**src/rtl/carfield_eoc_tap.sv**
```systemverilog
`default_nettype none
// ============================================================================
// Module   : carfield_eoc_tap
// Brief    : JTAG TAP exposing IDCODE, a 64-bit entry/run register and an
//            end-of-computation sticky flag with latest exit code.
// Revision : 1.0 - initial release
// ============================================================================
module carfield_eoc_tap #(
    parameter logic [31:0] IdCode     = 32'h1CA4_F001,
    parameter logic [63:0] EntryReset = 64'h0000_0000_1000_0000
) (
    input  logic        clk_i,
    input  logic        rst_i,
    input  logic        tms_i,
    input  logic        tdi_i,
    output logic        tdo_o,
    output logic        tdo_oe_o,
    input  logic        eoc_valid_i,
    input  logic [31:0] eoc_code_i,
    output logic [63:0] entry_o,
    output logic        run_o
);

    typedef enum logic [3:0] {
        S_TLR        = 4'h0,
        S_RTI        = 4'h1,
        S_SEL_DR     = 4'h2,
        S_CAPTURE_DR = 4'h3,
        S_SHIFT_DR   = 4'h4,
        S_EXIT1_DR   = 4'h5,
        S_PAUSE_DR   = 4'h6,
        S_EXIT2_DR   = 4'h7,
        S_UPDATE_DR  = 4'h8,
        S_SEL_IR     = 4'h9,
        S_CAPTURE_IR = 4'hA,
        S_SHIFT_IR   = 4'hB,
        S_EXIT1_IR   = 4'hC,
        S_PAUSE_IR   = 4'hD,
        S_EXIT2_IR   = 4'hE,
        S_UPDATE_IR  = 4'hF
    } tap_state_t;

    localparam logic [4:0]  c_IR_IDCODE = 5'h01;
    localparam logic [4:0]  c_IR_CTRL   = 5'h11;
    localparam logic [4:0]  c_IR_EOC    = 5'h10;
    localparam logic [31:0] c_IDCODE    = {IdCode[31:1], 1'b1};

    tap_state_t  r_state;
    logic [4:0]  r_ir;
    logic [4:0]  r_ir_sr;
    logic [63:0] r_dr_sr;
    logic [63:0] r_entry;
    logic        r_eoc_sticky;
    logic [31:0] r_eoc_code;
    logic        r_run;

    logic w_update_ctrl;
    logic w_eoc_clear;

    assign w_update_ctrl = (r_state == S_UPDATE_DR) && (r_ir == c_IR_CTRL);
    assign w_eoc_clear   = (r_state == S_UPDATE_DR) && (r_ir == c_IR_EOC) && r_dr_sr[32];

    always_ff @(posedge clk_i) begin
        if (rst_i) begin
            r_state      <= S_TLR;
            r_ir         <= c_IR_IDCODE;
            r_ir_sr      <= 5'b0;
            r_dr_sr      <= 64'b0;
            r_entry      <= EntryReset;
            r_eoc_sticky <= 1'b0;
            r_eoc_code   <= 32'b0;
            r_run        <= 1'b0;
        end else begin
            case (r_state)
                S_TLR:        r_state <= tms_i ? S_TLR        : S_RTI;
                S_RTI:        r_state <= tms_i ? S_SEL_DR     : S_RTI;
                S_SEL_DR:     r_state <= tms_i ? S_SEL_IR     : S_CAPTURE_DR;
                S_CAPTURE_DR: r_state <= tms_i ? S_EXIT1_DR   : S_SHIFT_DR;
                S_SHIFT_DR:   r_state <= tms_i ? S_EXIT1_DR   : S_SHIFT_DR;
                S_EXIT1_DR:   r_state <= tms_i ? S_UPDATE_DR  : S_PAUSE_DR;
                S_PAUSE_DR:   r_state <= tms_i ? S_EXIT2_DR   : S_PAUSE_DR;
                S_EXIT2_DR:   r_state <= tms_i ? S_UPDATE_DR  : S_SHIFT_DR;
                S_UPDATE_DR:  r_state <= tms_i ? S_SEL_DR     : S_RTI;
                S_SEL_IR:     r_state <= tms_i ? S_TLR        : S_CAPTURE_IR;
                S_CAPTURE_IR: r_state <= tms_i ? S_EXIT1_IR   : S_SHIFT_IR;
                S_SHIFT_IR:   r_state <= tms_i ? S_EXIT1_IR   : S_SHIFT_IR;
                S_EXIT1_IR:   r_state <= tms_i ? S_UPDATE_IR  : S_PAUSE_IR;
                S_PAUSE_IR:   r_state <= tms_i ? S_EXIT2_IR   : S_PAUSE_IR;
                S_EXIT2_IR:   r_state <= tms_i ? S_UPDATE_IR  : S_SHIFT_IR;
                default:      r_state <= tms_i ? S_SEL_DR     : S_RTI;
            endcase

            case (r_state)
                S_TLR:        r_ir    <= c_IR_IDCODE;
                S_CAPTURE_IR: r_ir_sr <= 5'b00001;
                S_SHIFT_IR:   r_ir_sr <= {tdi_i, r_ir_sr[4:1]};
                S_UPDATE_IR:  r_ir    <= r_ir_sr;
                S_CAPTURE_DR: begin
                    case (r_ir)
                        c_IR_IDCODE: r_dr_sr <= {32'b0, c_IDCODE};
                        c_IR_CTRL:   r_dr_sr <= r_entry;
                        c_IR_EOC:    r_dr_sr <= {31'b0, r_eoc_sticky, r_eoc_code};
                        default:     r_dr_sr <= 64'b0;
                    endcase
                end
                // tdi enters at the MSB of whichever register length IR selects
                S_SHIFT_DR: begin
                    case (r_ir)
                        c_IR_IDCODE: r_dr_sr <= {32'b0, tdi_i, r_dr_sr[31:1]};
                        c_IR_CTRL:   r_dr_sr <= {tdi_i, r_dr_sr[63:1]};
                        c_IR_EOC:    r_dr_sr <= {31'b0, tdi_i, r_dr_sr[32:1]};
                        default:     r_dr_sr <= {63'b0, tdi_i};
                    endcase
                end
                default: ;
            endcase

            r_run <= w_update_ctrl;
            if (w_update_ctrl) begin
                r_entry <= r_dr_sr;
            end

            // a new report always re-arms the flag, even against a clear
            if (eoc_valid_i) begin
                r_eoc_sticky <= 1'b1;
                r_eoc_code   <= eoc_code_i;
            end else if (w_eoc_clear) begin
                r_eoc_sticky <= 1'b0;
            end
        end
    end

    assign tdo_o    = (r_state == S_SHIFT_IR) ? r_ir_sr[0] :
                      (r_state == S_SHIFT_DR) ? r_dr_sr[0] : 1'b0;
    assign tdo_oe_o = (r_state == S_SHIFT_IR) || (r_state == S_SHIFT_DR);
    assign entry_o  = r_entry;
    assign run_o    = r_run;

endmodule
`default_nettype wire

```
**config.mk**
```make
export PLATFORM = sky130hd
export DESIGN_NAME = carfield_eoc_tap
export DESIGN_NICKNAME = d
export VERILOG_FILES = /design/src/rtl/carfield_eoc_tap.sv
export SDC_FILE = /design/constraint.sdc
export NUM_CORES = 1
export LEC_CHECK = 0
export CAP_MARGIN = 20
export CORE_MARGIN = 10
export CORE_UTILIZATION = 55
export DETAILED_ROUTE_END_ITERATION = 10
export HOLD_SLACK_MARGIN = 0.03
export PLACE_DENSITY = 0.9
export SLEW_MARGIN = 20
export SYNTH_ARGS = -nofsm -noshare
export SYNTH_HDL_FRONTEND = slang
export SYNTH_SLANG_ARGS = --single-unit
```
**constraint.sdc**
```tcl
create_clock -name clk_i -period 2.4 [get_ports clk_i]
set_input_delay 0.72 -clock clk_i [delete_from_list [all_inputs] [get_ports clk_i]]
set_output_delay 0.72 -clock clk_i [all_outputs]
set_load 0.01 [all_outputs]
```
### After elaboration in Yosys (flattened, before gate mapping)

Cells that the tools add are included.

| word-level totals | value |
|---|---|
| flip-flop bits (word level) | 176 |
| latch bits | 0 |
| bits in writable memories | 0 |
| memory bits (read-only) | 0 |
| bits of input ports | 37 |
| output and inout port bits | 67 |
| memories | 0 |

| operators by class | value |
|---|---|
| $add $sub $neg | 0 |
| multiply operators | 0 |
| divide/modulo/power cells | 0 |
| magnitude comparators | 0 |
| equal/unequal tests | 17 |
| shift-type cells | 0 |
| muxes and demuxes | 22 |
| bitwise logic cells | 0 |
| reduce and logical (&&, ||, !) cells | 11 |

Operators by type and width:

| cell | count |
|---|---|
| 64-bit one-hot mux with 3 select lines | 2 |
| 64-bit one-hot mux with 2 select lines | 1 |
| 4-bit one-hot mux with 11 select lines | 1 |
| 4-bit == test, second input constant | 8 |
| 5-bit one-hot mux with 2 select lines | 2 |
| 4-bit by 3-bit == test with 1-bit output, second input constant | 4 |
| 4-bit 2-to-1 mux | 4 |
| 5-bit == test, second input constant | 2 |
| 4-bit by 2-bit == test with 1-bit output, second input constant | 2 |
| 2-bit nonzero test | 4 |
| 1-bit 2-to-1 mux | 7 |
| 2-bit 2-to-1 mux | 3 |
| 3-bit 2-to-1 mux | 2 |
| 5-bit by 1-bit == test with 1-bit output, second input constant | 1 |
| 4-bit logical NOT | 1 |
| 2-bit OR reduction | 2 |
| 1-bit logical AND | 3 |
| 1-bit logical OR | 1 |

### Depth between registers and ports, before layout

| depth | value |
|---|---|
| depth after elaboration | 5 |
| mapped depth | 7 |

### Least setup slack after synthesis

Ideal clock, no wire load.

| path | value |
|---|---|
| path kind | register -> output |
| from | reg r_state[0] |
| to | out tdo_o |
| data arrival time | 1.498 ns |
| data required time | 1.680 ns |
| setup slack | 0.182 ns |
| stages on the path, launching flop included | 6 |
| buffers on the path | 3 |
| cells stage by stage | dfxtp_1 -> buf_2 -> nor4b_2 -> buf_2 -> clkbuf_1 -> a32o_1 |

| between the ends | value |
|---|---|
| longest elaborated chain between the ends | 3 |

Ends and longest elaborated chain:

| element | RTL line | source |
|---|---|---|
| start, declared | 48 | `tap_state_t r_state;` |
| start signal, assigned | 75 | `S_TLR: r_state <= tms_i ? S_TLR : S_RTI;` |
| start signal, assigned | 76 | `S_RTI: r_state <= tms_i ? S_SEL_DR : S_RTI;` |
| start signal, assigned | 77 | `S_SEL_DR: r_state <= tms_i ? S_SEL_IR : S_CAPTURE_DR;` |
| 4-bit by 3-bit == test with 1-bit output | 134 | `(r_state == S_SHIFT_DR) ? r_dr_sr[0] : 1'b0;` |
| 1-bit 2-to-1 mux | 134 |  |
| 1-bit 2-to-1 mux (*) | 133 | `assign tdo_o = (r_state == S_SHIFT_IR) ? r_ir_sr[0] :` |
| end, declared | 16 | `output logic tdo_o,` |

Every way passes the cells marked *; elsewhere a longest branch is shown, timed or not.

### Worst setup path after layout

| path | value |
|---|---|
| from | reg r_state[0] |
| to | out tdo_oe_o |

| between the ends | value |
|---|---|
| longest elaborated chain between the ends | 2 |

Ends and longest elaborated chain:

| element | RTL line | source |
|---|---|---|
| 4-bit == test or 4-bit by 3-bit == test with 1-bit output (tied branches) | 135 | `assign tdo_oe_o = (r_state == S_SHIFT_IR) \|\| (r_state == S_SHIFT_DR);` |
| 1-bit logical OR (*) | 135 |  |
| end, declared | 17 | `output logic tdo_oe_o,` |

Marks and branches as above.

==> summary.txt <==
Run status
  – Status: completed

Synthesis
  – Mapped Nets: just under 900
  – Post-synthesis async set-or-reset flop share: 0%
  – YS warnings: 0
  – Register area share after synthesis: between 40% and 50%
  – Register bit count reported by yosys: 176
  – Mapped Cells: 839
  – Synth Flop Type: dfxtp_1
  – Post-synth EDFFs: 0
  – Syn avg cell area: a little under 9 µm²
  – Synth Cell Area: 0.007510 mm²
  – Library cells used by synthesis: 49

Clocking
  – Sink Count: 176
  – Max Root-Sink Buffers: 2
  – CTS Buf Count: 17
  – Post-CTS Hold Buffers: 0
  – Later-pin clock latency in the skew report: 0.43 ns
  – TritonCTS clock tree: built
  – Clk slew on worst S/H paths: 0.06 ns
  – CTS H-tree depth: 4
  – Root buf cell: clkbuf_16

Cells and area
  – Most frequent cells in the layout: dfxtp_1 (175), nand2_1 (153), a21oi_1 (107)
  – Antenna Cells: 0
  – Finished Layout Cells: 1105
  – Layout cell share with drive strength beyond 1: 10.33%
  – Final Util: 69.55%
  – Nets: 953
  – Area grow syn2layout: 23.13%
  – Most common cell after layout, fill and taps aside: dfxtp_1

Setup path
  – Startpoint types: flop
  – Slowest CP cell: or4b_4
  – CP max FO: 2
  – Critical path class: flop to primary output
  – Crit path buf inv count: 1
  – Worst path depth: 3
  – Largest delay contributor family on the critical path: simple AND/OR/NAND/NOR gates
  – CP Cell Sequence: or4b_4 > nand2_1 > clkdlybuf4s15_2
  – Max incr delay on CP: 0.54 ns
  – Worst setup EP type: primary output
  – Worst r2r path cells: 6
  – Data required, critical path: 1.68 ns
  – WP data arrival: 1.60 ns
  – FF-to-FF setup slack: 0.14 ns

Route
  – Pre-Repair DR Iteration Count: 5
  – DR vias: 6411
  – Total routed wirelength: 18.88 mm
  – Iteration-0 DRC Markers: about 420
  – Remaining antenna violation count after routing: 0
  – Drt via density: 5.802
  – DR DRC count: 0
  – Post-DR wirelength/cell: around 17 µm

Global routing
  – Total GRT Usage: a little under 20%
  – GRT Max-Usage Layer: met2
  – Antenna violations before repair: 0
  – Largest net degree at the start of global routing: 107
  – GR Util met1: 24.36%
  – Vias in the first global route: 6050
  – Global routing usage on met3: 6.598%
  – First-pass GRT wire length: 30.02 mm
  – Grt ovf: 0
  – Met2 GRT Util: a little under a third

Timing
  – Crit share post-route: 96.56%
  – Fmax achieved: 431.5 MHz
  – Slew HR: 55.08%
  – Setup violators final: 0
  – Fin Hold WS: approximately 0.47 ns
  – Least-Margin Pin Slew: between 0.6 and 0.7 ns
  – Setup Skew: ~0.0068 ns
  – Setup TNS: 0 ns
  – Slew Viols, Final: 0
  – Post-route minimum period: 2.317 ns
  – Final hold viol count: 0
  – Setup ws final: ~0.083 ns
  – RSZ-0062 raised after global routing: no

Place
  – RePlAce Congestion: 0.8449
  – # placed instances: roughly 1100
  – HPWL after DPL: 11.78 mm
  – Post-place setup slack: 0.03575 ns
  – PortBufs: 103

Floorplan
  – Rows: 42
  – Die Height: 136.9 µm
  – Initial Util: roughly 56%
  – I/O pin total: 104
  – Width of the die: 136.9 µm
  – Core Area: 0.01330 mm²
  – Die area: 0.01873 mm²

Pwr
  – Peak VDD IR: 0.0004934 V
  – Pwr/cell area: ~650 mW/mm²
  – P_leak: 3.563 nW

Worst hold path
  – Worst Hold Class: flop to flop
  – Worst Hold Depth: 2

Job
  – Max cap viols: 0
## stage by stage
step / total power [mW] / area (µm²)
after global routing: 6.232 / 9246
after floorplan: 3.360 / 7510
after global placement: 3.488 / 8610
after CTS: 6.048 / 9173
final: 6.044 / 9246
after detailed placement: 3.501 / 8610
## registers in the layout (all words and copies together) (netlist names)
name / flops
entry_o: 64
r_dr_sr: 64
r_eoc_code: 32
r_ir: 5
r_ir_sr: 5
r_state: 4
r_eoc_sticky: 1
run_o: 1
## cells in the mapped netlist (all sizes together), types with 4 or more instances
master	instances	area share (%)
mux2i	84	11
dfxtp	176	47
a2bb2oi	30	3.5
nand2	153	7.6
inv	5	0.25
nor2	84	4.2
buf	33	2.9
nand3	9	0.60
a22oi	4	0.40
o2bb2ai	20	4.0
o21ai	9	0.60
clkbuf	44	2.2
o41ai	10	1.2
a22o	11	1.3
nor3	22	1.5
a21oi	107	7.1
## worst paths after layout
path               start           to
min          r_dr_sr[56]  entry_o[56]
max reg2reg   r_state[3]  r_dr_sr[32]
min reg2reg  r_dr_sr[56]  entry_o[56]
max           r_state[0]     tdo_oe_o
## area by class of cell
| cell class | instances | area (µm²) |
|---|---|---|
| Tap cell | 176 | 220.2 |
| Multi-Input combinational cell | 581 | 3598 |
| Sequential cell | 176 | 3525 |
| Clock buffer | 21 | 460.4 |
| Fill cell | 1008 | 4049 |
| Clock inverter | 11 | 90.09 |
| Inverter | 5 | 18.77 |
| Timing Repair Buffer | 135 | 1334 |
## per-layer routing
metal | part of all wire, % | vias up
met5 | 0 | -
met4 | 2.0 | 0
li1 | - | 3100
met3 | 7.7 | 30
met1 | 43 | 3093
met2 | 47 | 188
## timing repair
| item | in CTS | in global routing |
|---|---|---|
| buffers inserted | 0 | 8 |
| gates cloned | 0 | 0 |
| endpoints found under the setup margin | 2 | 2 |
| gates resized for setup | 9 | 3 |
| pin swaps | 0 | 3 |
## power breakdown
part | switching [mW] | total, mW | internal (mW) | leakage [nW]
clock | 1.10 | 2.57 | 1.47 | 0.276
combinational | 0.252 | 0.445 | 0.193 | 1.86
sequential | 0.0424 | 3.02 | 2.98 | 1.42
total | 1.40 | 6.04 | 4.65 | 3.56
## worst register-to-register path, stage by stage (launching register included)
cell	delay, ns
dfxtp_1	0.32
buf_6	0.13
buf_12	0.12
nor4b_4	0.28
buf_4	0.59
mux4_2	0.45
a32o_1	0.25
## cell families after synthesis
kind of cell / synth area share [%]
muxes: 11.65
DFF: 46.92
xor gates and xnor gates: 0.1166
AOI/OAI and AO/OA: 19.84
and+or+nand+nor: 16.09
buffers and inverters: 5.382
No activity file was read; power rests on OpenSTA's default activity.
